[src/rtl/instr_fetch_queue_pkg.sv]
// instr_fetch_queue_pkg: shared fetch width, NOP encoding and slot record {pc, instr, filled}
package instr_fetch_queue_pkg;
  localparam int FQ_XLEN = 32;
  localparam logic [FQ_XLEN-1:0] NOP = 32'h0000_0013;
  typedef struct packed {
    logic [FQ_XLEN-1:0] pc;
    logic [FQ_XLEN-1:0] instr;
    logic               filled;
  } slot_t;
endpackage

[src/rtl/fq_slot_ram.sv]
// fq_slot_ram: DEPTH slot array; alloc port (idx, pc) clears filled, fill port (idx, data) sets it, flush/reset clear all filled bits, async read at rd_idx
module fq_slot_ram
  import instr_fetch_queue_pkg::*;
#(
  parameter int DEPTH = 4,
  parameter int XLEN = FQ_XLEN,
  parameter int AW = $clog2(DEPTH)
) (
  input  logic            clock,
  input  logic            reset,
  input  logic            flush,
  input  logic            alloc_en,
  input  logic [AW-1:0]   alloc_idx,
  input  logic [XLEN-1:0] alloc_pc,
  input  logic            fill_en,
  input  logic [AW-1:0]   fill_idx,
  input  logic [XLEN-1:0] fill_data,
  input  logic [AW-1:0]   rd_idx,
  output logic [XLEN-1:0] rd_pc,
  output logic [XLEN-1:0] rd_instr,
  output logic            rd_filled
);
  logic [XLEN-1:0] pc_mem [DEPTH];
  logic [XLEN-1:0] instr_mem [DEPTH];
  logic [DEPTH-1:0] filled;
  always_ff @(posedge clock) begin
    if (alloc_en) pc_mem[alloc_idx] <= alloc_pc;
    if (fill_en) instr_mem[fill_idx] <= fill_data;
  end
  always_ff @(posedge clock) begin
    if (reset || flush) filled <= '0;
    else begin
      if (alloc_en) filled[alloc_idx] <= 1'b0;
      if (fill_en) filled[fill_idx] <= 1'b1;
    end
  end
  assign rd_pc = pc_mem[rd_idx];
  assign rd_instr = instr_mem[rd_idx];
  assign rd_filled = filled[rd_idx];
endmodule

[src/rtl/instr_fetch_queue.sv]
// instr_fetch_queue: turns io_pc into in-order imem requests, queues tagged responses, presents {pc, instr} to decode; stall/flush/sticky-err control
module instr_fetch_queue
  import instr_fetch_queue_pkg::*;
#(
  parameter int DEPTH = 4,
  parameter int XLEN = FQ_XLEN
) (
  input  logic            clock,
  input  logic            reset,
  input  logic [XLEN-1:0] io_pc,
  output logic            io_stall_en,
  output logic            io_imem_req_valid,
  input  logic            io_imem_req_ready,
  output logic [XLEN-1:0] io_imem_req_addr,
  input  logic            io_imem_rsp_valid,
  input  logic [XLEN-1:0] io_imem_rsp_data,
  output logic            io_out_valid,
  input  logic            io_out_ready,
  output logic [XLEN-1:0] io_out_pc,
  output logic [XLEN-1:0] io_out_instr,
  input  logic            io_flush,
  output logic            io_err
);
  localparam int AW = $clog2(DEPTH);
  localparam int CW = AW + 1;
  localparam logic [CW:0] FULL = (CW+1)'(DEPTH);
  logic [AW-1:0] head, fill, tail;
  logic [CW-1:0] alloc_cnt, drop_cnt, unf_cnt;
  logic [CW:0] used, flush_drops;
  logic fire, pop, dropping, fill_en, stray, head_filled, err;
  assign used = {1'b0, alloc_cnt} + {1'b0, drop_cnt};
  assign flush_drops = {1'b0, drop_cnt} + {1'b0, unf_cnt};
  assign io_imem_req_valid = !reset && !io_flush && (used < FULL);
  assign io_imem_req_addr = io_pc;
  assign fire = io_imem_req_valid && io_imem_req_ready;
  assign io_stall_en = !fire;
  assign io_out_valid = !reset && (alloc_cnt != '0) && head_filled;
  assign pop = io_out_valid && io_out_ready && !io_flush;
  assign dropping = io_imem_rsp_valid && (drop_cnt != '0);
  assign fill_en = io_imem_rsp_valid && !reset && !io_flush && (drop_cnt == '0) && (unf_cnt != '0);
  // a response with no pending drop and no unfilled slot has no owner; in a flush cycle it would otherwise be charged to the drops
  assign stray = io_imem_rsp_valid && (io_flush ? (flush_drops == '0) : (drop_cnt == '0 && unf_cnt == '0));
  assign io_err = !reset && err;
  always_ff @(posedge clock) begin
    if (reset) begin
      head <= '0;
      fill <= '0;
      tail <= '0;
      alloc_cnt <= '0;
      drop_cnt <= '0;
      unf_cnt <= '0;
      err <= 1'b0;
    end else begin
      if (stray) err <= 1'b1;
      if (io_flush) begin
        head <= '0;
        fill <= '0;
        tail <= '0;
        alloc_cnt <= '0;
        unf_cnt <= '0;
        // unfilled slots still have responses coming; one arriving now is already accounted for
        drop_cnt <= CW'(flush_drops - {{CW{1'b0}}, io_imem_rsp_valid && !stray});
      end else begin
        if (fire) tail <= tail + AW'(1);
        if (pop) head <= head + AW'(1);
        if (fill_en) fill <= fill + AW'(1);
        if (dropping) drop_cnt <= drop_cnt - CW'(1);
        alloc_cnt <= alloc_cnt + CW'(fire) - CW'(pop);
        unf_cnt <= unf_cnt + CW'(fire) - CW'(fill_en);
      end
    end
  end
  fq_slot_ram #(.DEPTH(DEPTH), .XLEN(XLEN), .AW(AW)) u_ram (
    .clock(clock),
    .reset(reset),
    .flush(io_flush),
    .alloc_en(fire),
    .alloc_idx(tail),
    .alloc_pc(io_pc),
    .fill_en(fill_en),
    .fill_idx(fill),
    .fill_data(io_imem_rsp_data),
    .rd_idx(head),
    .rd_pc(io_out_pc),
    .rd_instr(io_out_instr),
    .rd_filled(head_filled)
  );
endmodule

[config.mk]
export PLATFORM = sky130hd
export DESIGN_NAME = instr_fetch_queue
export DESIGN_NICKNAME = d
export VERILOG_FILES = /design/src/rtl/instr_fetch_queue_pkg.sv /design/src/rtl/fq_slot_ram.sv /design/src/rtl/instr_fetch_queue.sv
export SDC_FILE = /design/constraint.sdc
export NUM_CORES = 1
export LEC_CHECK = 0
export ABC_CLOCK_PERIOD_IN_PS = 6850
export CELL_PAD_IN_SITES_DETAIL_PLACEMENT = 0
export CELL_PAD_IN_SITES_GLOBAL_PLACEMENT = 1
export CORE_AREA = 3 3 122 212
export DETAILED_ROUTE_END_ITERATION = 12
export DIE_AREA = 0 0 125 215
export DONT_BUFFER_PORTS = 1
export PLACE_DENSITY_LB_ADDON = 0.1
export SLEW_MARGIN = 30
export SYNTH_ARGS = -nofsm -noshare
export SYNTH_HDL_FRONTEND = slang
export SYNTH_HIERARCHICAL = 1
export SYNTH_SLANG_ARGS = --single-unit
[constraint.sdc]
create_clock -name clock -period 6.85 [get_ports clock]
set_input_delay 1.7125 -clock clock [delete_from_list [all_inputs] [get_ports clock]]
set_output_delay 1.7125 -clock clock [all_outputs]
set_load 0.01 [all_outputs]
==> impl_metrics.tcl, run 1 <==
set metrics [dict create \
    setup_tns_ps 0 \
    first_iter_violations 304 \
    core-area_sq_um 24200 \
    hp-class "reg -> reg" \
    p_leak_nw 3.67 \
    worstSetupEndpointType "output port" \
    cts_resized 0 \
    gr-total-overflow 0 \
    grtUsageTotal_pct 15.1 \
    grt_max_degree 41 \
    dp_slack_ps 2470 \
    io_pins 170 \
    clock-sinks 276 \
    vias_per_cell 5.60 \
    synth_edf_count 256 \
    drive_gt1_share_pct 25.9 \
    yosys_register_bits 276 \
    outcome "finished clean" \
    required_ps 5140 \
    fill_cells 1969 \
    drv_cap 0 \
    n_antenna_cell 0 \
    power_frac_seq_pct 53.8 \
    grt_pass1_wl_mm 31.0 \
    netSwitchingPower_uw 649 \
    numPortBuffers 0 \
    setup_viol 0 \
    start_kind "register" \
    async_flop_share_pct 0 \
    routed_wl_mm 20.0 \
    arrival_ps 2750 \
    synthMostInstantiatedCell "edfxtp_1" \
    hpwl_mm 12.5 \
    synthToLayoutAreaGrowth_pct 9.34 \
    slew_headroom_pct 38.2 \
    drc_errors 0 \
    hold_buffers 0 \
    slew_violations 0 \
    ys.flop_type "edfxtp_1" \
    dr.pass1.iters 4 \
    p_int_mw 2.81 \
    p_sw_share_pct 18.8 \
    yosysSeqAreaShare_pct 74.8 \
    grt_pass1_vias 5100 \
    cts-root-buf "clkbuf_16" \
    syn_inst 507 \
    pwr-share-clk_pct 44.1 \
    synth_top_area_cell "edfxtp_1" \
    path_clk_slew_ps 70 \
    final.min_clock_period_ps 4460 \
    synth_top_area_share_pct 71.1 \
    gp_congestion 0.782 \
    worst_pin_slew_ps 927 \
    die_y_um 215 \
    rsz0062_at_grt "no" \
    final-hold-violation-count 0 \
    antenna_found_initial 0 \
    synth_area_leaders "edfxtp_1, mux4_2, dfxtp_1" \
    vdd.ir_drop.worst_uv 203 \
    crit_type "reg -> out" \
    yosysWarningCount 6 \
    routedWlPerCell_um 24.4 \
    final_nets 577 \
    synth_nets 591 \
    syn_area_sq_um 10800 \
    ys_top_cells_by_count "edfxtp_1, mux4_2, buf_4, dfxtp_1, inv_1" \
    worst-path-max-fanout 39 \
    die_w_um 125 \
    avgSynthCellArea_sq_um 21.3 \
    synth_cell_types 48 \
    detailroute.via_count 4597 \
    initial_core_util_pct 44.6 \
    finalClockSkew_ps 11.4 \
    insertion_delay_ps 530 \
    power.density_nw_per_um2 293 \
    fmax_ghz 0.224 \
    drtAntennaViolNets 0 \
    cts_tree "done" \
    p_comb_share_pct 2.0 \
    num_rows 75 \
    period_share_pct 65.1 \
    cts_setup_buffers 0 \
    dieArea_sq_um 26900 \
    fin_ws_ps 2390 \
    htree_levels 1 \
    cts_buffers 26 \
    clock_path_buffers 3 \
]
through the flow:
step | cell area (sq um) | cells | hold WS, ps | total power [mW] | utilization (%)
detailed placement | 10900 | 773 | 489 | 1.97 | 44.9
floorplan | 10800 | 507 | 457 | 1.97 | -
global route | 11800 | 821 | 566 | 3.59 | 48.8
CTS | 11800 | 821 | 510 | 3.51 | 48.8
global placement | 10900 | 772 | 510 | 1.97 | 44.8
finish | 11800 | 821 | 497 | 3.46 | 48.8
registers in the layout, summed over array words and instances (netlist names), 2 cells and up:
register / flops
alloc_cnt: 3
drop_cnt: 3
fill: 2
head: 2
tail: 2
u_ram/filled: 4
u_ram/instr_mem: 128
u_ram/pc_mem: 128
unf_cnt: 3
cell type report:
cell class | count | area (sq um) | area share (%)
multi-input cells | 167 | 2280 | 19.3
inverters | 16 | 60.1 | 0.508
clock inverters | 21 | 282 | 2.38
well taps | 308 | 385 | 3.26
clock buffers | 27 | 654 | 5.54
flip-flops and latches | 276 | 8100 | 68.5
repair buffers | 6 | 57.6 | 0.487
metal layers:
layer / track usage, % / wire length, um
met1: 16.4 / 6930
met2: 28.1 / 11000
met5: 0 / 0
met3: 4.87 / 1680
met4: 3.91 / 347
power groups by stage:
stage / registers [mW] / logic, mW / clock network (mW)
floorplan: 1.90 / 0.0729 / 0
global placement: 1.90 / 0.0689 / 0
detailed placement: 1.90 / 0.0702 / 0
CTS: 1.86 / 0.0710 / 1.58
global route: 1.86 / 0.0790 / 1.65
finish: 1.86 / 0.0700 / 1.53
layout by cell type, fill, tap and decap left out, types with 3 or more instances in the layout:
cell,instances
a21oi_1,7
buf_4,5
xnor2_1,4
bufinv_16,6
edfxtp_1,256
nor2_1,8
fa_1,3
nor3_1,4
or3b_2,4
ha_1,11
xor2_1,3
clkinvlp_4,4
nand3_1,5
o21ai_0,3
mux4_2,65
o31ai_1,3
nand2b_1,3
clkinv_2,6
inv_1,16
and2_1,4
dfxtp_1,18
clkbuf_16,26
worst paths after layout:
kind	startpoint	endpoint	slack, ps	depth (start not counted)
worst max-delay path	head[0]	io_out_pc[25]	2390	2
worst min-delay path	err	err	500	2
worst max register to register	drop_cnt[2]	u_ram/pc_mem[0][1]	3370	6
worst min register to register	err	err	500	2
cells by family (layout without fill, tap and decap cells):
logic type,Yosys count,count (layout),synth area share (%)
muxes,66,66,13.6
AOI/OAI and AO/OA,28,28,1.81
and+or+nand+nor,52,52,3.06
adders and majority gates,14,14,1.83
xor gates and xnor gates,7,7,0.567
buffers and inverters,64,70,4.26
DFF,276,276,74.8
critical path, cell delays in order, from the launching register on:
cell,delay [ps]
dfxtp_4,890
buf_4,610
mux4_2,660
No activity file was read; power rests on OpenSTA's default activity.
==> run 2: changes to the inputs <==
--- a/config.mk
+++ b/config.mk
@@ -5,7 +5,7 @@
 export SDC_FILE = /design/constraint.sdc
 export NUM_CORES = 1
 export LEC_CHECK = 0
-export ABC_CLOCK_PERIOD_IN_PS = 6850
+export ABC_CLOCK_PERIOD_IN_PS = 4100
 export CELL_PAD_IN_SITES_DETAIL_PLACEMENT = 0
 export CELL_PAD_IN_SITES_GLOBAL_PLACEMENT = 1
 export CORE_AREA = 3 3 122 212
==> constraint.sdc (replaced) <==
create_clock -name clock -period 4.1 [get_ports clock]
set_input_delay 1.025 -clock clock [delete_from_list [all_inputs] [get_ports clock]]
set_output_delay 1.025 -clock clock [all_outputs]
set_load 0.01 [all_outputs]
==> impl_metrics.tcl, run 2 (synthesis results as in run 1) <==
set metrics [dict create \
    grtUsageTotal_pct 15.2 \
    worstSetupStartpoint "drop_cnt[2]" \
    multiInputGateArea_sq_um 2290 \
    fin_ws_ps 812 \
    dp_slack_ps 796 \
    numPortBuffers 0 \
    dieArea_sq_um 26900 \
    detailroute.via_count 4568 \
    clock-sinks 276 \
    core-area_sq_um 24200 \
    cts_tree "done" \
    use_met2_pct 26.9 \
    rrSetupSlack_ps 1010 \
    htree_levels 1 \
    worstSetupEndpointType "output port" \
    die_w_um 125 \
    reg2reg_to "unf_cnt[2]" \
    crit_type "reg -> out" \
    crit_end "io_stall_en" \
    num_rows 75 \
    initial_core_util_pct 44.6 \
    worstRegToRegCells 9 \
    outcome "finished clean" \
    gp_congestion 0.760 \
    grt_pass1_vias 4993 \
    required_ps 3070 \
    dr.pass1.iters 4 \
    layout_commonest_cell "edfxtp_1" \
    place_area_sq_um 11000 \
    drive_gt1_share_pct 24.3 \
    cts_buffers 25 \
    met3_usage_pct 5.49 \
    antenna_found_initial 0 \
    p_leak_nw 3.61 \
    vdd.ir_drop.worst_uv 348 \
    start_kind "register" \
    power.density_nw_per_um2 457 \
    grt_pass1_wl_mm 31.4 \
    cts-root-buf "clkbuf_16" \
    gr-max-usage-layer "met2" \
    design_area_sq_um 11700 \
    final_cell_mix "edfxtp_1, mux4_2, clkbuf_16" \
    worst-path-max-fanout 6 \
    fmax_ghz 0.304 \
    routedWlPerCell_um 24.3 \
    hold_buffers 0 \
    arrival_ps 2260 \
    hpwl_mm 12.8 \
    hp-start "err" \
    hp-class "reg -> reg" \
    cts_resized 0 \
    grt.met1_usage_pct 17.2 \
    synthToLayoutAreaGrowth_pct 8.39 \
    first_iter_violations 199 \
    setup_tns_ps 0 \
    slew_headroom_pct 45.6 \
    area.sequential_sq_um 8100 \
    routed_wl_mm 20.0 \
    cts_setup_buffers 0 \
    worst_pin_slew_ps 811 \
    n_antenna_cell 0 \
    finalClockSkew_ps 10.2 \
    drtAntennaViolNets 0 \
    slew_violations 0 \
    grt_max_degree 66 \
    drc_errors 0 \
    final_nets 581 \
    final.min_clock_period_ps 3290 \
    drv_cap 0 \
    largest_registers "u_ram/instr_mem (128), u_ram/pc_mem (128), u_ram/filled (4)" \
    fill_cells 2012 \
    vias_per_cell 5.55 \
    timing.rr.start "drop_cnt[2]" \
    period_share_pct 80.2 \
    rsz0062_at_grt "no" \
    path_clk_slew_ps 70 \
    clock_path_buffers 3 \
    io_pins 170 \
    die_y_um 215 \
    final-hold-violation-count 0 \
    insertion_delay_ps 520 \
    gr-total-overflow 0 \
    setup_viol 0 \
]
## run 2: cell count changes in the layout (fill, tap and decap cells not counted), moves of 4 or more
cell,change
buf_12,+4
bufinv_16,-5
clkbuf_1,+5
clkinv_1,+7
clkinvlp_4,-4
## run 2: how the worst min path moves through the flow
stage             endpoint  slack [ps]  cells past startpoint
2_1_floorplan          err         460                      2
3_3_place_gp           err         480                      2
3_5_place_dp           err         520                      2
4_1_cts        drop_cnt[2]         540                      1
5_1_grt        drop_cnt[2]         540                      1
6_report               err         530                      2
## run 2: final cells by class
| class | instances | share of cell area, % |
|---|---|---|
| Clock buffer | 31 | 5.53 |
| Clock inverter | 14 | 0.801 |
| Inverter | 16 | 0.513 |
| Multi-Input combinational cell | 167 | 19.5 |
| Sequential cell | 276 | 69.1 |
| Tap cell | 308 | 3.29 |
| Timing Repair Buffer | 11 | 1.24 |
## run 2: worst max-delay path, stage by stage, from the launching register on
cell and delay [ps]:
dfxtp_1 460, ha_1 300, nor4b_1 580, nand3_1 400
## run 2: metrics by stage
step	hold WS (ps)	cells	total power [mW]	util, %
6_report	527	823	5.35	48.4
5_1_grt	543	823	5.57	48.4
4_1_cts	536	823	5.43	48.4
3_5_place_dp	522	778	3.29	45.3
3_3_place_gp	481	778	3.29	45.3
2_1_floorplan	457	507	3.29	-
## run 2: per-layer routing
metal / part of all wire (%) / wire length, um / vias to the layer above
met3: 9.5 / 1910 / 27
met4: 2.0 / 397 / 0
li1: - / - / 2018
met1: 34 / 6890 / 2371
met5: 0 / 0 / -
met2: 54 / 10800 / 152
## run 2: where the power goes
group / internal (mW) / switching [mW]
clock network: 1.18 / 0.935
registers: 3.10 / 0.0133
logic: 0.0481 / 0.0696
total: 4.33 / 1.02
==> run 3: changes to the inputs <==
--- a/config.mk
+++ b/config.mk
@@ -5,7 +5,7 @@
 export SDC_FILE = /design/constraint.sdc
 export NUM_CORES = 1
 export LEC_CHECK = 0
-export ABC_CLOCK_PERIOD_IN_PS = 4100
+export ABC_CLOCK_PERIOD_IN_PS = 3100
 export CELL_PAD_IN_SITES_DETAIL_PLACEMENT = 0
 export CELL_PAD_IN_SITES_GLOBAL_PLACEMENT = 1
 export CORE_AREA = 3 3 122 212
==> constraint.sdc (replaced) <==
create_clock -name clock -period 3.1 [get_ports clock]
set_input_delay 0.775 -clock clock [delete_from_list [all_inputs] [get_ports clock]]
set_output_delay 0.775 -clock clock [all_outputs]
set_load 0.01 [all_outputs]
==> impl_metrics.tcl, run 3 (synthesis results as in run 1) <==
set metrics [dict create \
    fill_cells 1958 \
    final_cell_mix "edfxtp_1, mux4_2, clkbuf_16" \
    core-area_sq_um 24200 \
    min_to "drop_cnt[2]" \
    clock_path_buffers 3 \
    fmax_ghz 0.352 \
    hp-start "reset" \
    gp_congestion 0.730 \
    first_iter_violations 245 \
    hp-class "in -> reg" \
    reg2reg_to "alloc_cnt[2]" \
    p_leak_nw 3.72 \
    clock-sinks 276 \
    largest_registers "u_ram/instr_mem (128), u_ram/pc_mem (128), u_ram/filled (4)" \
    rrSetupSlack_ps 360 \
    drc_errors 0 \
    arrival_ps 2060 \
    grt_pass1_vias 5202 \
    worstRegToRegCells 11 \
    slew_headroom_pct 57.1 \
    worstSetupStartpoint "drop_cnt[2]" \
    initial_core_util_pct 44.6 \
    htree_levels 1 \
    cts-root-buf "clkbuf_16" \
    setup_viol 0 \
    io_pins 170 \
    setup_tns_ps 0 \
    hold_buffers 0 \
    num_rows 75 \
    antenna_found_initial 0 \
    max_stage_delay_ps 450 \
    rsz0062_at_grt "no" \
    die_y_um 215 \
    dieArea_sq_um 26900 \
    cts_setup_buffers 0 \
    numPortBuffers 0 \
    drtAntennaViolNets 0 \
    n_antenna_cell 0 \
    start_kind "register" \
    holdWs_ps 328 \
    vias_per_cell 5.48 \
    path_buf_inv 1 \
    synthToLayoutAreaGrowth_pct 10.4 \
    cp_cell_sequence "ha_1 -> nor4b_1 -> nand3_1 -> buf_4" \
    gr-total-overflow 0 \
    worstHoldPathCells 1 \
    period_share_pct 91.6 \
    worstSetupEndpointType "output port" \
    timing.rr.start "drop_cnt[2]" \
    required_ps 2320 \
    grt_max_degree 67 \
    final.min_clock_period_ps 2840 \
    grt_pass1_wl_mm 31.7 \
    cp_slowest_cell "nor4b_1" \
    crit_type "reg -> out" \
    cts_buffers 25 \
    detailroute.via_count 4545 \
    drv_cap 0 \
    vdd.ir_drop.worst_uv 586 \
    cts_resized 0 \
    routedWlPerCell_um 24.3 \
    final-hold-violation-count 0 \
    insertion_delay_ps 530 \
    final_nets 586 \
    routed_wl_mm 20.2 \
    power.density_nw_per_um2 623 \
    die_w_um 125 \
    cp_top_family "simple AND/OR/NAND/NOR gates" \
    finalClockSkew_ps 21.4 \
    path_clk_slew_ps 70 \
    worst_pin_slew_ps 634 \
    cts_tree "done" \
    worst-path-max-fanout 6 \
    grtUsageTotal_pct 15.4 \
    slew_violations 0 \
    layout_commonest_cell "edfxtp_1" \
    hpwl_mm 12.8 \
    outcome "finished clean" \
    drive_gt1_share_pct 26.3 \
    dr.pass1.iters 4 \
]
[run 3: cell count changes in the layout (fill, tap and decap cells not counted), sizes merged]
cell,change
buf,+5
bufinv,+3
clkbuf,+2
inv,+2
clkinv,-8
clkinvlp,+2
[run 3: per-stage QoR]
stage	setup WS (ps)	utilization [%]	power [mW]	cell area [sq um]	std cells
after floorplan	137	-	4.35	10800	507
after global placement	450	45.7	4.36	11100	783
after detailed placement	359	45.7	4.36	11100	783
after CTS	205	49.3	7.55	11900	829
after global routing	92.7	49.3	7.73	11900	829
final	262	49.3	7.43	11900	829
[run 3: worst max-delay path by stage]
stage	endpoint	slack (ps)	cells past startpoint
final	io_stall_en	260	4
after global routing	io_stall_en	90	4
after CTS	io_out_pc[28]	210	2
after detailed placement	alloc_cnt[2]	360	10
after global placement	alloc_cnt[2]	450	10
after floorplan	u_ram/pc_mem[0][0]	140	4
[run 3: layout make-up]
class / count / area [sq um] / share of cell area [%]
clock inverters: 13 / 180 / 1.51
clock buffers: 33 / 676 / 5.66
multi-input cells: 167 / 2290 / 19.2
well taps: 308 / 385 / 3.23
flip-flops and latches: 276 / 8100 / 67.9
repair buffers: 16 / 245 / 2.06
inverters: 16 / 60.1 / 0.504
[run 3: routing by layer]
layer  vias to the layer above  GRT usage [%]  share of wire [%]
met5                         -              0                  0
met4                         0           4.81                2.6
met3                        35           5.94                8.9
met2                       134           28.3                 55
met1                      2346           16.0                 34
li1                       2030              -                  -
[run 3: power breakdown]
group	leakage (nW)	internal, mW	total (mW)	switching [mW]
combinational	0.834	0.0697	0.164	0.0948
clock	0.412	1.88	3.15	1.27
sequential	2.47	4.10	4.11	0.0174
total	3.72	6.04	7.43	1.39
